===== config.mk =====
export PLATFORM = sky130hd
export DESIGN_NAME = mem_arbiter
export DESIGN_NICKNAME = d
export VERILOG_FILES = /design/src/rtl/cpu_pkg.sv /design/src/rtl/rr_pick.sv /design/src/rtl/mem_arbiter.sv
export SDC_FILE = /design/constraint.sdc
export NUM_CORES = 1
export LEC_CHECK = 0
export CORE_MARGIN = 3
export CORE_UTILIZATION = 30
export CTS_BUF_LIST = sky130_fd_sc_hd__clkbuf_4
export DETAILED_ROUTE_END_ITERATION = 10
export GPL_TIMING_DRIVEN = 0
export PLACE_DENSITY_LB_ADDON = 0.3
export SETUP_SLACK_MARGIN = 0.02
export SYNTH_ARGS = -nofsm -noshare
export SYNTH_HDL_FRONTEND = slang
export SYNTH_SLANG_ARGS = --single-unit

===== constraint.sdc =====
create_clock -name clk -period 2.86 [get_ports clk]
set_clock_uncertainty 0.05 [all_clocks]
set_input_delay 0.858 -clock clk [delete_from_list [all_inputs] [get_ports clk]]
set_output_delay 0.858 -clock clk [all_outputs]
set_load 0.005 [all_outputs]

===== src/rtl/cpu_pkg.sv =====
// Shared CPU memory-system constants: RAM geometry and arbiter port indices.
package cpu_pkg;

  localparam int unsigned RAM_ADDR_W = 12;
  localparam int unsigned WORD_W     = 32;

  localparam int unsigned PORT_DATA  = 0;
  localparam int unsigned PORT_FETCH = 1;
  localparam int unsigned PORT_HOST  = 2;

endpackage : cpu_pkg


===== src/rtl/rr_pick.sv =====
// Combinational round-robin picker: first requester at or after ptr, wrapping.
module rr_pick #(
  parameter int unsigned N     = 3,
  parameter int unsigned IDX_W = 2
) (
  input  logic [N-1:0]     req,
  input  logic [IDX_W-1:0] ptr,
  output logic [N-1:0]     gnt,
  output logic [IDX_W-1:0] idx
);

  logic [IDX_W-1:0] cand;
  logic             found;

  // Scan ptr, ptr+1, ... mod N and take the first asserted request.
  always_comb begin
    gnt   = '0;
    idx   = '0;
    found = 1'b0;
    cand  = '0;
    for (int unsigned i = 0; i < N; i++) begin
      cand = IDX_W'((32'(ptr) + i) % N);
      if (!found && req[cand]) begin
        found     = 1'b1;
        gnt[cand] = 1'b1;
        idx       = cand;
      end
    end
  end

endmodule : rr_pick


===== src/rtl/mem_arbiter.sv =====
// Round-robin arbiter with bounded lock for the single-port synchronous-read RAM.
// Owns the RAM command register and routes read returns back to the issuing port.
module mem_arbiter
  import cpu_pkg::*;
#(
  parameter int unsigned N_REQ    = 3,
  parameter int unsigned ADDR_W   = RAM_ADDR_W,
  parameter int unsigned DATA_W   = WORD_W,
  parameter int unsigned MAX_LOCK = 8
) (
  input  logic                    clk,
  input  logic                    rst,
  input  logic [N_REQ-1:0]        req,
  input  logic [N_REQ-1:0]        lock,
  input  logic [N_REQ-1:0]        we,
  input  logic [N_REQ*ADDR_W-1:0] addr,
  input  logic [N_REQ*DATA_W-1:0] wdata,
  output logic [N_REQ-1:0]        gnt,
  output logic [N_REQ-1:0]        rvalid,
  output logic [DATA_W-1:0]       rdata,
  output logic                    mem_en,
  output logic                    mem_we,
  output logic [ADDR_W-1:0]       mem_addr,
  output logic [DATA_W-1:0]       mem_wdata,
  input  logic [DATA_W-1:0]       mem_rdata
);

  localparam int unsigned IDX_W  = (N_REQ > 1) ? $clog2(N_REQ) : 1;
  localparam int unsigned LOCK_W = 8;

  logic [IDX_W-1:0]  ptr_q, ptr_d;
  logic [IDX_W-1:0]  tag_q, tag_d;
  logic [IDX_W-1:0]  pick_idx;
  logic [LOCK_W-1:0] lock_cnt_q, lock_cnt_d;
  logic [N_REQ-1:0]  pick_gnt;
  logic [N_REQ-1:0]  rvalid_d;
  logic              hs;
  logic              mem_en_d, mem_we_d;
  logic [ADDR_W-1:0] mem_addr_d;
  logic [DATA_W-1:0] mem_wdata_d;

  rr_pick #(
    .N     (N_REQ),
    .IDX_W (IDX_W)
  ) u_pick (
    .req (req),
    .ptr (ptr_q),
    .gnt (pick_gnt),
    .idx (pick_idx)
  );

  assign gnt   = rst ? '0 : pick_gnt;
  assign hs    = |(req & gnt);
  assign rdata = mem_rdata;

  // Next-state: pointer/lock policy, one-cycle command pulse, read-return routing.
  always_comb begin
    ptr_d       = ptr_q;
    lock_cnt_d  = '0;
    tag_d       = tag_q;
    mem_en_d    = 1'b0;
    mem_we_d    = 1'b0;
    mem_addr_d  = mem_addr;
    mem_wdata_d = mem_wdata;
    rvalid_d    = '0;

    if (mem_en && !mem_we) begin
      rvalid_d[tag_q] = 1'b1;
    end

    if (hs) begin
      mem_en_d    = 1'b1;
      mem_we_d    = we[pick_idx];
      mem_addr_d  = addr[32'(pick_idx) * ADDR_W +: ADDR_W];
      mem_wdata_d = wdata[32'(pick_idx) * DATA_W +: DATA_W];
      tag_d       = pick_idx;
      if (lock[pick_idx] && (lock_cnt_q < LOCK_W'(MAX_LOCK - 1))) begin
        ptr_d      = pick_idx;
        lock_cnt_d = lock_cnt_q + LOCK_W'(1);
      end else if (pick_idx == IDX_W'(N_REQ - 1)) begin
        ptr_d = '0;
      end else begin
        ptr_d = pick_idx + IDX_W'(1);
      end
    end
  end

  always_ff @(posedge clk) begin
    if (rst) begin
      ptr_q      <= '0;
      lock_cnt_q <= '0;
      tag_q      <= '0;
      mem_en     <= 1'b0;
      mem_we     <= 1'b0;
      mem_addr   <= '0;
      mem_wdata  <= '0;
      rvalid     <= '0;
    end else begin
      ptr_q      <= ptr_d;
      lock_cnt_q <= lock_cnt_d;
      tag_q      <= tag_d;
      mem_en     <= mem_en_d;
      mem_we     <= mem_we_d;
      mem_addr   <= mem_addr_d;
      mem_wdata  <= mem_wdata_d;
      rvalid     <= rvalid_d;
    end
  end

endmodule : mem_arbiter


# --- Word-level counts from Yosys, hierarchy flattened ---
# Index checks and enable logic that the tools add are counted.
# Widths: inputs -> output; s select.
classes:
  addsub: 4
  mul: 1
  div: 3
  magnitude_cmp: 10
  n_eq_ne: 1
  shifts: 2
  n_mux: 30
  bitwise_logic: 6
  n_reduce_logical: 15
ops:
  columns: ["cell", "count"]
  rows:
  - ["$shiftx 96x8->32", 1]
  - ["$mod 32x2->32 const B", 2]
  - ["$shiftx 36x7->12", 1]
  - ["$mod 2x2->32 const B", 1]
  - ["$lt 2x3->1 const B", 5]
  - ["$mux 1", 12]
  - ["$mux 3", 4]
  - ["$bmux 1 s2", 5]
  - ["$mux 2", 5]
  - ["$add 8x1->8 const B", 1]
  - ["$demux 1 s2", 4]
  - ["$ge 2x1->1 const B", 4]
  - ["$logic_and 1x1->1", 8]
  - ["$lt 8x3->1 const B", 1]
  - ["$or 3x3->3", 2]
  - ["$reduce_or 3->1", 2]
  - ["$mul 2x2->4 const B", 1]
  - ["$reduce_or 2->1", 2]
  - ["$add 2x1->3 const B", 1]
  - ["$add 2x2->3 const B", 1]
  - ["$and 3x3->3", 1]
  - ["$logic_not 1->1", 3]
  - ["$not 1->1", 3]
  - ["$add 2x1->2 const B", 1]
  - ["$eq 2x2->1 const B", 1]
word_totals:
  regBits: 61
  input_bits: 175

# --- Longest topological paths before layout ---
depth:
  ltp_word: 15
  depth_mapped: 12
  mapped_depth_nobuf: 10

# --- Modules after synthesis ---
# Synthesis repeated with hierarchy kept, for this count alone.
hier_totals:
  cells_unflattened: 387
  area_unflattened_um2: 3577.2
modules_own_cells:
  columns: ["mod", "n_inst", "cells_per_inst", "area_per_inst_um2"]
  rows:
  - ["mem_arbiter", 1, 349, 3310.7]
  - ["rr_pick", 1, 38, 266.5]

# --- Least setup slack after synthesis ---
# Ideal clock, no wire load.
synth_timing:
  kind: "input -> output"
  start: "in req[1]"
  end: "out gnt[1]"
  arrival_ns: 1.858
  setup_slack_ns: 0.094
  path_stages: 5
  path_cell_list: "buf_4 nand2_2 o32a_1 o311a_4 nor3_1"
synth_between:
  elab_chain_len: 10
  elab_cells_between_ends: 18
synth_rtl:
  columns: ["element", "line", "text"]
  rows:
  - ["start, declared", "mem_arbiter.sv:13", "input logic [N_REQ-1:0] req,"]
  - ["$bmux 1 s2", "rr_pick.sv:23", "if (!found && req[cand]) begin"]
  - ["$mux 1 (implied by the code)", "rr_pick.sv:23", null]
  - ["$mux 1", "rr_pick.sv:23", null]
  - ["$logic_not 1->1", "rr_pick.sv:23", null]
  - ["$logic_and 1x1->1", "rr_pick.sv:23", null]
  - ["$mux 1", "rr_pick.sv:23", null]
  - ["$logic_not 1->1", "rr_pick.sv:23", null]
  - ["$logic_and 1x1->1", "rr_pick.sv:23", null]
  - ["$mux 3 (*)", "rr_pick.sv:23", null]
  - ["$mux 3 (*)", "mem_arbiter.sv:52", "assign gnt = rst ? '0 : pick_gnt;"]
  - ["end, declared", "mem_arbiter.sv:18", "output logic [N_REQ-1:0] gnt,"]
# Mark *: on every way between the ends. The rest lies on a longest branch, timed or not. The select of a mux whose other input is x is not followed.

# --- Final worst setup path ---
layout_timing:
  start: "reg ptr_q[0]"
  end: "out gnt[0]"
layout_between:
  elab_chain_len: 11
  elab_cells_between_ends: 38
layout_rtl:
  columns: ["element", "line", "text"]
  rows:
  - ["start, declared", "mem_arbiter.sv:31", "logic [IDX_W-1:0] ptr_q, ptr_d;"]
  - ["start signal, assigned", "mem_arbiter.sv:99", "ptr_q <= ptr_d;"]
  - ["$add 2x1->3 or $mod 2x2->32 (tied branches)", "rr_pick.sv:22", "cand = IDX_W'((32'(ptr) + i) % N);"]
  - ["$mod 32x2->32 (tied with other cells)", "rr_pick.sv:22", null]
  - ["$lt 2x3->1 (implied by the code) (tied with other cells)", "rr_pick.sv:25", "gnt[cand] = 1'b1;"]
  - ["$logic_and 1x1->1 (implied by the code) (tied with other cells)", "rr_pick.sv:25", null]
  - ["$mux 1 (implied by the code) (tied with other cells)", "rr_pick.sv:25", null]
  - ["$demux 1 s2 (tied with other cells)", null, null]
  - ["$or 3x3->3 (no source line) or $mux 1 (tied branches)", null, null]
  - ["$mux 3 or $logic_not 1->1 (tied branches)", "rr_pick.sv:23", null]
  - ["$or 3x3->3 (no source line) or $logic_and 1x1->1 (tied branches)", null, null]
  - ["$mux 3 (*)", "rr_pick.sv:23", null]
  - ["$mux 3 (*)", "mem_arbiter.sv:52", null]
# Marked as above.

==> results.txt <==
WL/cell -> 15.69 um
crit path launch -> ptr_q[0]
Final nets -> 884
Hold WC Path Type -> register to register
Synth Area in XOR/XNOR -> 0.4328%
highest clock rate -> 334.4 MHz
Reg2Reg Capture Point -> mem_addr[10]
min cycle time layout -> 2.991 ns
aggregate global routing overflow -> 0
RSZ-0062 raised after global routing -> yes
worst skew pair latency -> 0.40 ns
residual DRC count -> 0
syn_area_per_cell -> 8.975 um^2
Area Growth Syn to Fin -> 70.82%
Worst Path Required -> 1.95 ns
measured slew at the worst slew-check pin -> 0.7419 ns
share of the synthesized area in the top cell type -> 30.17%
Fill cells -> 1210
initial core utilization -> 31.31%
status -> complete, but fails checks
P_leak -> 2.900 nW
Hold WS -> 0.4121 ns
simple logic cell fraction of the synthesized area -> 17.93%
Via-to-Cell Ratio -> 4.790
vias in the first global route -> 4295
total CTS buffers -> 9
IO Pins -> 259
WS Path Type -> register to output pin
FF+latch count, synth -> 61
drt pass-1 iters -> 4
commonest non-fill, non-tap cells in the layout -> 220 x clkdlybuf4s50_1, 67 x nand2_1, 59 x dfxtp_1
post-route non-filler standard cell count -> 880
initial antenna violation count -> 0
final WL -> 13.81 mm
Iter 0 DRT Violations -> 171
Synth cell types -> 53
final hold violation count -> 0
core area -> 0.01293 mm^2
pin count of the biggest net entering global routing -> 11
reg-to-reg slack, setup -> 0.19 ns
P per Cell Area -> 724.2 mW/mm^2
crit-path max FO -> 2
placed cell count -> 850
gpl congestion -> 0.7880
Root Driver -> clkbuf_4
first-pass GRT wire length -> 20.75 mm
CP Capture Point -> gnt[0]
leading area contributor after synthesis -> dfxtp_1
r2r startpoint -> ptr_q[1]
FFs w/ async S/R, synth -> 0%
GRT Total Usage -> 17.61%
Peak VDD IR -> 0.0002646 V
worst r2r path cells -> 10
Max-cap violations -> 0
Slew Limit Fails -> 0
hpwl dp -> 10.88 mm
CTS tree -> done
die height -> 122.2 um
Slew headroom -> 50.08%
fraction of layout cells with a size suffix above 1 -> 25.14%
nature of the critical path endpoint -> output pin
violated checks -> negative setup slack
setup ws final -> -0.1308 ns
largest family of logic cells by synthesized area -> compound AO/OA/AOI/OAI gates
Post-synth EDFFs -> 0
critical path data arrival time -> 2.08 ns
DR vias -> 4215
DRT antenna net count -> 0
buffers added on ports -> 224
compound-gate portion of the synthesized area -> 23.96%
total die area -> 0.01492 mm^2
period utilization -> 104.6%
Clock Pin Slew Worst Setup and Hold Paths -> 0.11 ns
total power -> 5.007 mW
antenna cells -> 0
Final Setup Violations -> 3
critical path launch point type -> register
# H-tree levels -> 3
adder-cell share of the synthesized area -> 1.546%
CTS sink cnt -> 61
fraction of synthesized area in multiplexers -> 12.61%
Synth Cell Area -> 0.004048 mm^2
Synth Flop Type -> dfxtp_1
commonest non-fill, non-tap cell in the layout -> clkdlybuf4s50_1
Die X -> 122.2 um
# rows -> 41
sequential area share after synthesis -> 30.17%
post-synthesis cell count -> 451
top cells by area, synth -> dfxtp_1 30%, mux2i_1 13%, buf_4 6.9%, nand2_1 6.2%, o211ai_2 5.6%
total number of yosys warnings -> 0
deepest clock path buffer count -> 2
[logic make-up (layout without fill, tap and decap cells)]
| kind of cell | count (synthesis) | count (layout) |
|---|---|---|
| compound gates | 120 | 120 |
| xor+xnor | 2 | 2 |
| fa+ha+maj | 5 | 5 |
| buf+inv | 76 | 330 |
| flops | 61 | 61 |
| mux | 51 | 51 |
| other cells | 1 | 4 |
| simple gates | 135 | 135 |
[layer usage]
| layer | share of wire (%) | vias up | global-route usage, % |
|---|---|---|---|
| li1 | - | 2070 | - |
| met1 | 38 | 1929 | 18.85 |
| met2 | 51 | 203 | 32.84 |
| met3 | 10 | 13 | 5.571 |
| met4 | 1.1 | 0 | 5.388 |
| met5 | 0 | - | 0 |
[sequential cells by signal, indices dropped and copies added, names as in the netlist]
name,flops
mem_addr,12
mem_we,1
lock_cnt_q,8
ptr_q,2
mem_wdata,32
rvalid,3
tag_q,2
mem_en,1
[through the flow]
step | setup WS, ns | TNS, ns | cell area (um^2) | utilization, %
floorplan | 0.09368 | 0 | 4059 | -
CTS | -0.2124 | -0.5762 | 6763 | 52.31
detailed placement | -0.9432 | -31.54 | 6516 | 50.41
global route | -0.2719 | -0.6425 | 6914 | 53.48
finish | -0.1308 | -0.2907 | 6914 | 53.48
global placement | -0.9429 | -27.81 | 6516 | 50.41
[Yosys cell counts (2+ instances only)]
cell      count
buf_12        2
o211ai_2     18
buf_6         8
mux2i_1      51
nand2_1      67
nand3b_1     26
o21ai_0      25
o22ai_1       2
nor2_1       12
nor2b_1       7
or3_1         4
nand2b_1      5
o21ai_1      13
a211oi_2      2
o21ai_2      18
ha_1          5
dfxtp_1      61
clkbuf_1     10
buf_2        12
nor3b_1       2
a21oi_2      18
a31oi_1       4
nor3_1        2
buf_4        37
a21oi_1       7
inv_1         6
[report_power, final]
group	internal, mW	total, mW	switching, mW
sequential	1.13	1.28	0.152
clock	0.178	0.503	0.324
combinational	1.64	3.22	1.58
total	2.95	5.01	2.06
[layout make-up]
class                      instances  area (um^2)  area share, %
tap                              172        215.2          3.113
clock buffer                      10        75.07          1.086
multi-input combinational        317         2436          35.23
timing repair buffer             239         2346          33.93
buffer                            69        553.0          7.999
inverter                           7        33.78         0.4886
clock inverter                     5        28.78         0.4162
sequential                        61         1226          17.73
[worst min path at each step]
stage | slack [ns] | from | end | cells after the start
6_report | 0.41 | mem_wdata[17] | mem_wdata[17] | 2
3_5_place_dp | 0.39 | lock_cnt_q[0] | lock_cnt_q[0] | 1
5_1_grt | 0.43 | mem_wdata[8] | mem_wdata[8] | 2
4_1_cts | 0.41 | mem_wdata[17] | mem_wdata[17] | 2
3_3_place_gp | 0.38 | lock_cnt_q[0] | lock_cnt_q[0] | 1
2_1_floorplan | 0.37 | lock_cnt_q[0] | lock_cnt_q[0] | 1
[what timing repair did]
item / in CTS / in global routing
pin swaps: 6 / 7
setup endpoints to repair: 54 / 28
resized for setup: 36 / 31
hold buffers: 0 / 0
buffers inserted: 11 / 4
[critical path, stage by stage (launching register included)]
cell and delay [ns]:
dfxtp_2 0.34, buf_6 0.12, ha_4 0.15, buf_4 0.12, buf_4 0.13, and4bb_1 0.21
a31o_1 0.19, a21oi_2 0.17, a311oi_2 0.12, buf_2 0.14
Note: power is estimated with default switching activity, not from simulation.
